### config.mk
export PLATFORM = sky130hd
export DESIGN_NAME = pipeline_ctrl
export DESIGN_NICKNAME = d
export VERILOG_FILES = /design/src/rtl/pipe_ctrl_pkg.sv /design/src/rtl/sat_counter.sv /design/src/rtl/pipeline_ctrl.sv
export SDC_FILE = /design/constraint.sdc
export NUM_CORES = 1
export LEC_CHECK = 0
export BUFFER_PORTS_ARGS = -buffer_cell sky130_fd_sc_hd__buf_2
export CORE_ASPECT_RATIO = 0.5
export CORE_MARGIN = 2
export CORE_UTILIZATION = 53
export CTS_BUF_LIST = sky130_fd_sc_hd__clkbuf_8
export CTS_CLUSTER_SIZE = 25
export DETAILED_ROUTE_END_ITERATION = 6
export PLACE_DENSITY = 0.87
export SLEW_MARGIN = 20
export SYNTH_ARGS = -nofsm -noshare
export SYNTH_HDL_FRONTEND = slang
export SYNTH_SLANG_ARGS = --single-unit
### constraint.sdc
create_clock -name clk -period 2.6 [get_ports clk]
set_input_delay 0.13 -clock clk [delete_from_list [all_inputs] [get_ports clk]]
set_output_delay 0.13 -clock clk [all_outputs]
set_load 0.005 [all_outputs]
### src/rtl/pipe_ctrl_pkg.sv
// Shared types for the pipeline stall/flush sequencer: FSM states,
// the zero-register index and the enable/flush control bundle.
package pipe_ctrl_pkg;

  typedef enum logic {RUN, MWAIT} state_t;

  localparam logic [4:0] XZR = 5'd31;

  typedef struct packed {
    logic pc_en;
    logic ifid_en;
    logic idex_en;
    logic exmem_en;
    logic memwb_en;
    logic pc_sel_branch;
    logic ifid_flush;
    logic idex_flush;
    logic exmem_flush;
  } ctrl_t;

  localparam ctrl_t CTRL_NORM = '{pc_en: 1'b1, ifid_en: 1'b1, idex_en: 1'b1,
                                  exmem_en: 1'b1, memwb_en: 1'b1,
                                  pc_sel_branch: 1'b0, ifid_flush: 1'b0,
                                  idex_flush: 1'b0, exmem_flush: 1'b0};

endpackage

### src/rtl/sat_counter.sv
// Event counter that sticks at all-ones instead of wrapping.
module sat_counter #(
  parameter int W = 16
) (
  input  logic         clk,
  input  logic         Reset,
  input  logic         inc,
  output logic [W-1:0] count
);

  logic [W-1:0] count_q, count_d;

  always_comb begin
    count_d = count_q;
    if (inc && (count_q != {W{1'b1}})) count_d = count_q + 1'b1;
  end

  always_ff @(posedge clk) begin
    if (Reset) count_q <= '0;
    else       count_q <= count_d;
  end

  assign count = count_q;

endmodule

### src/rtl/pipeline_ctrl.sv
// Stall/flush sequencer for the five-stage pipeline: memory wait, taken
// branch in MEM and load-use, plus perf counters and a sticky timeout flag.
module pipeline_ctrl
  import pipe_ctrl_pkg::*;
#(
  parameter int CNT_W   = 16,
  parameter int TIMEOUT = 64
) (
  input  logic             clk,
  input  logic             Reset,
  input  logic [4:0]       id_rs1,
  input  logic [4:0]       id_rs2,
  input  logic             id_use_rs1,
  input  logic             id_use_rs2,
  input  logic             ex_memread,
  input  logic [4:0]       ex_rd,
  input  logic             mem_branch_taken,
  input  logic             mem_req,
  input  logic             mem_ready,
  output logic             pc_en,
  output logic             ifid_en,
  output logic             idex_en,
  output logic             exmem_en,
  output logic             memwb_en,
  output logic             pc_sel_branch,
  output logic             ifid_flush,
  output logic             idex_flush,
  output logic             exmem_flush,
  output logic [CNT_W-1:0] stall_cycles,
  output logic [CNT_W-1:0] flush_events,
  output logic             timeout_err
);

  localparam int WW = $clog2(TIMEOUT + 1);
  localparam logic [WW-1:0] TO_MAX = WW'(TIMEOUT);

  state_t        state_q, state_d;
  logic [WW-1:0] wait_q, wait_d;
  logic          timeout_q;
  ctrl_t         ctrl;
  logic          mem_wait, load_use, stall_inc, flush_inc;

  assign mem_wait = mem_req && !mem_ready;
  assign load_use = ex_memread && (ex_rd != XZR) &&
                    ((id_use_rs1 && (id_rs1 == ex_rd)) ||
                     (id_use_rs2 && (id_rs2 == ex_rd)));

  always_comb begin
    ctrl      = CTRL_NORM;
    state_d   = state_q;
    wait_d    = wait_q;
    stall_inc = 1'b0;
    flush_inc = 1'b0;
    if (Reset) begin
      ctrl             = '0;
      ctrl.ifid_flush  = 1'b1;
      ctrl.idex_flush  = 1'b1;
      ctrl.exmem_flush = 1'b1;
      state_d          = RUN;
      wait_d           = '0;
    end else if (mem_wait) begin
      ctrl      = '0;
      state_d   = MWAIT;
      // A fresh wait starts at 1; an ongoing one saturates at TIMEOUT.
      if (state_q == RUN)       wait_d = WW'(1);
      else if (wait_q != TO_MAX) wait_d = wait_q + 1'b1;
      stall_inc = 1'b1;
    end else begin
      state_d = RUN;
      wait_d  = '0;
      if (mem_branch_taken) begin
        ctrl.pc_sel_branch = 1'b1;
        ctrl.ifid_flush    = 1'b1;
        ctrl.idex_flush    = 1'b1;
        ctrl.exmem_flush   = 1'b1;
        flush_inc          = 1'b1;
      end else if (load_use) begin
        ctrl.pc_en      = 1'b0;
        ctrl.ifid_en    = 1'b0;
        ctrl.idex_flush = 1'b1;
        stall_inc       = 1'b1;
      end
    end
  end

  always_ff @(posedge clk) begin
    if (Reset) begin
      state_q   <= RUN;
      wait_q    <= '0;
      timeout_q <= 1'b0;
    end else begin
      state_q <= state_d;
      wait_q  <= wait_d;
      if (mem_wait && (wait_d == TO_MAX)) timeout_q <= 1'b1;
    end
  end

  sat_counter #(.W(CNT_W)) u_stall_cnt (
    .clk(clk), .Reset(Reset), .inc(stall_inc), .count(stall_cycles)
  );

  sat_counter #(.W(CNT_W)) u_flush_cnt (
    .clk(clk), .Reset(Reset), .inc(flush_inc), .count(flush_events)
  );

  assign pc_en         = ctrl.pc_en;
  assign ifid_en       = ctrl.ifid_en;
  assign idex_en       = ctrl.idex_en;
  assign exmem_en      = ctrl.exmem_en;
  assign memwb_en      = ctrl.memwb_en;
  assign pc_sel_branch = ctrl.pc_sel_branch;
  assign ifid_flush    = ctrl.ifid_flush;
  assign idex_flush    = ctrl.idex_flush;
  assign exmem_flush   = ctrl.exmem_flush;
  assign timeout_err   = timeout_q;

endmodule

Word level (Yosys, flattened, before mapping)
Index checks and enable logic that the tools add are counted.
{ "op_classes": {"addsub": 3, "reduce_logical": 10, "n_eq_ne": 7, "muxes": 20} }
{ "op_table": {"columns": ["operator", "n"], "rows": [
  ["adder 16 x 1 -> 16 bit (second input constant)", 2],
  ["!= test 16 bit (second input constant)", 2],
  ["two-way mux 7 bit", 4],
  ["equality test 5 bit", 2],
  ["two-way mux 1 bit", 9],
  ["two-way mux 9 bit", 1],
  ["logical AND 1 bit", 8],
  ["two-way mux 2 bit", 4],
  ["adder 7 x 1 -> 7 bit (second input constant)", 1],
  ["equality test 7 bit (second input constant)", 1],
  ["!= test 7 bit (second input constant)", 1],
  ["!= test 5 bit (second input constant)", 1],
  ["two-way mux 4 bit", 1],
  ["two-way mux 3 bit", 1],
  ["zero test 1 bit", 1],
  ["logical OR 1 bit", 1]
]} }
{ "word_totals": {"out_inout_bits": 42, "regBits": 41, "inputBits": 23} }

Logic depth before layout (Yosys ltp)
{ "depth": {"ltp_word": 9, "mapped_depth": 9} }

Modules after synthesis
A second synthesis with hierarchy kept.
{ "hier_totals": {"cells_unflattened": 275, "hier_area_um2": 2354.8} }
{ "by_module_without_submodules": {"columns": ["mod", "cells_per_inst", "instances", "seq_area_each_um2", "area_each_um2"], "rows": [
  ["sat_counter", 99, 2, 320.3, 848.3],
  ["pipeline_ctrl", 77, 1, 180.2, 658.1]
]} }

Least setup slack after synthesis
OpenSTA, ideal clock, no wires.
{ "synth_path": {"kind": "register to register", "start": "reg u_stall_cnt.count_q[0] (netlist: u_stall_cnt.count[0])", "end": "reg u_stall_cnt.count_q[7] (netlist: u_stall_cnt.count[7])", "setup_slack_ps": 730, "path_stages_with_launch": 9, "t_required_ps": 2530, "period_less_slack_ps": 1870, "setup_time_ps": 70, "arrival_ps": 1799, "path_cell_list": "dfxtp_1 ha_1 nand3_1 nor2_1 a221oi_4 nand2_2 buf_6 or4_1 a21oi_1"} }
{ "synth_between": {"elab_chain_len": 2, "elab_cells_between_ends": 3, "classes_between": "add/sub: 1; eq/ne: 1; reduce/logical: 1"} }
{ "synth_rtl": {"columns": ["item", "line_no", "text"], "rows": [
  ["start: declaration", "sat_counter.sv:11", "logic [W-1:0] count_q, count_d;"],
  ["start signal: assignment", "sat_counter.sv:20", "else count_q <= count_d;"],
  ["branches (longest 2 deep; another with adder 16 x 1 -> 16 bit)", null, null]
]} }
Parallel ways; which one is timed is not known.
A chain may end at the register's enable or synchronous reset.

Worst setup path after layout
{ "layout_path": {"start": "reg u_stall_cnt.count_q[0] (netlist: u_stall_cnt.count[0])", "end": "reg u_stall_cnt.count_q[5] (netlist: u_stall_cnt.count[5])"} }
Same word-level chain as after synthesis.

==> flow_metrics.py <==
metrics = {
    "outcome": {
        "status": "complete, no violations",
    },
    "pwr": {
        "powerDensity_mw_per_mm2": 441,
        "vdd_drop_max_v": 0.000269,
        "p_leak_nw": 1.06,
        "total_power_mw": 1.14,
    },
    "timing": {
        "tns_ns": 0,
        "max_freq_mhz": 475,
        "setup_viol": 0,
        "clock_skew_ns": 0.00622,
        "hold_viol_final": 0,
        "relSlewSlack": 0.564,
        "drv_slew": 0,
        "fin_crit_sh": 0.810,
        "post-route-min-period_ns": 2.11,
        "tightest_slew_ns": 0.648,
        "rsz0062_at_grt": "false",
    },
    "placed_design": {
        "port_buffers": 64,
        "gp_congestion": 0.839,
        "place_hpwl_mm": 3.63,
        "placed_area_mm2": 0.00251,
    },
    "worst_setup_path": {
        "path_class": "flop to flop",
        "worstSetupEndpointType": "flop",
        "rr_startpoint": "u_stall_cnt.count[0]$_SDFFE_PP0P_",
        "critPathArrivalTime_ns": 2.33,
        "critical_path.startpoint_type": "flop",
        "cp_data_required_time_ns": 2.82,
        "path_max_fanout": 20,
        "crit_path_start": "u_stall_cnt.count[0]$_SDFFE_PP0P_",
    },
    "synthesis": {
        "synth_area_per_cell_um2": 8.46,
        "synth.top_cell.area_share": 0.376,
        "async_reset_ff_frac": 0,
        "syn_nets": 285,
        "synth.most_common_cell": "dfxtp_1",
        "ys_ff_latch": 41,
        "synth.largest_area_cell": "dfxtp_1",
        "ys.flop_type": "dfxtp_1",
        "ys_top_cells_by_area": "dfxtp_1 38%, xnor2_1 6.8%, xor2_1 5.6%",
        "seq_area_frac_synth": 0.376,
        "synth_cell_types": 45,
        "synthTopCellsByCount": "41 x dfxtp_1, 30 x nor2_1, 23 x nand3_1, 17 x xnor2_1",
        "ys_warn_count": 0,
        "syn-instance-count": 258,
        "synth-edff-count": 0,
        "syn-cell-area_mm2": 0.00218,
    },
    "cells_and_area": {
        "stdcell_area_mm2": 0.00259,
        "antenna_cells": 0,
        "synthToLayoutAreaGrowth_pct": 18.9,
        "drive_above_1_share": 0.256,
        "nets": 346,
    },
    "drt": {
        "drc": 0,
        "vias_per_cell": 5.49,
        "vias": 2052,
        "ant_nets": 0,
        "initialDrtViolationCount": 90,
        "post_drt_wl_per_cell_um": 12.7,
        "totalWireLength_mm": 4.74,
        "first_pass_iters": 6,
    },
    "floorplan": {
        "ios": 65,
        "core_area_mm2": 0.00392,
        "start_util": 0.556,
        "num_rows": 16,
        "die_w_um": 94.8,
        "die_y_um": 49.4,
        "die-area_mm2": 0.00468,
    },
    "global_route": {
        "grt_pass1_wl_mm": 8.22,
        "grt_max_degree": 37,
        "overflow": 0,
        "grt_use_total": 0.219,
        "grt_pass1_vias": 1890,
        "antenna_found_initial": 0,
    },
    "clock_tree": {
        "worstSkewPairLatency_ns": 0.29,
        "cts_htree_levels": 2,
        "cts_tree": "yes",
        "cts_resized": 0,
        "post_cts_buffers": 0,
        "clk_pin_slew_ns": 0.08,
        "numCtsBuffers": 5,
        "cts.sinks": 41,
        "cts_root_buf": "clkbuf_8",
        "cts_hold_buffers": 0,
        "clockBufferDepth": 2,
    },
    "job": {
        "cap_violations": 0,
    },
    "hold_path": {
        "hp-class": "input pin to flop",
        "min_from": "mem_req",
    },
}
[cells by family (layout without fill, tap and decap cells)]
| kind of cell | Yosys count | count (layout) | synth area share |
|---|---|---|---|
| AOI/OAI and AO/OA | 44 | 44 | 0.136 |
| and+or+nand+nor | 118 | 118 | 0.286 |
| DFF | 41 | 41 | 0.376 |
| muxes | 3 | 3 | 0.0143 |
| buffers and inverters | 17 | 79 | 0.0407 |
| adders and majority gates | 4 | 4 | 0.0229 |
| xor gates and xnor gates | 31 | 31 | 0.124 |
[registers in the layout (all words and copies together), names as in the netlist]
register / count
u_flush_cnt.count: 16
u_stall_cnt.count: 16
state_q: 1
timeout_err: 1
wait_q: 7
[power by group]
part / total [mW] / switching, mW / internal (mW)
sequential: 0.635 / 0.00398 / 0.631
combinational: 0.0994 / 0.0545 / 0.0449
clock: 0.410 / 0.225 / 0.185
[routing by layer]
metal	vias up	wire, µm	global-route usage
met5	-	0	0
met4	0	38	0.0531
met3	8	213	0.0556
met2	42	2440	0.409
met1	957	2050	0.251
li1	1045	-	-
[stage by stage]
| stage | util | setup WS, ns | std cells | hold slack [ns] |
|---|---|---|---|---|
| floorplan | - | 0.730 | 258 | 0.358 |
| global placement | 0.639 | 0.627 | 366 | 0.454 |
| detailed placement | 0.639 | 0.533 | 366 | 0.466 |
| CTS | 0.661 | 0.518 | 374 | 0.240 |
| global route | 0.661 | 0.306 | 374 | 0.248 |
| finish | 0.661 | 0.495 | 374 | 0.230 |
[area by class of cell]
type / instances / area (µm²)
flip-flops and latches: 41 / 821
clock buffers: 5 / 68.8
inverters: 7 / 26.3
clock inverters: 3 / 17.5
fillers: 327 / 1330
repair buffers: 64 / 320
multi-input cells: 200 / 1270
well taps: 54 / 67.6
[cells in the final DEF, fill, tap and decap left out, types with 13 or more instances in the layout]
cell and n:
buf_2 64, nor2_1 30, o21ai_0 14, a21oi_1 14, nand4_1 13, nand3_1 23
nand2_1 14, xnor2_1 17, dfxtp_1 41, xor2_1 14
[final timing paths]
path | endpoint | cells past startpoint | slack (ns)
worst max-delay path | u_stall_cnt.count[5]$_SDFFE_PP0P_ | 7 | 0.49
worst min-delay path | state_q$_SDFF_PP0_ | 3 | 0.23
worst min register to register | timeout_err$_SDFFE_PP0P_ | 1 | 0.48
worst max register to register | u_stall_cnt.count[5]$_SDFFE_PP0P_ | 7 | 0.49
[worst max-delay path, cell delays in order (launching register included)]
cell and delay [ns]:
dfxtp_1 0.35, ha_1 0.23, nand3_1 0.13, nor2_1 0.10
a221oi_4 0.28, nand2_2 0.25, or4_1 0.54, a21oi_1 0.15
No activity file was read; power rests on OpenSTA's default activity.
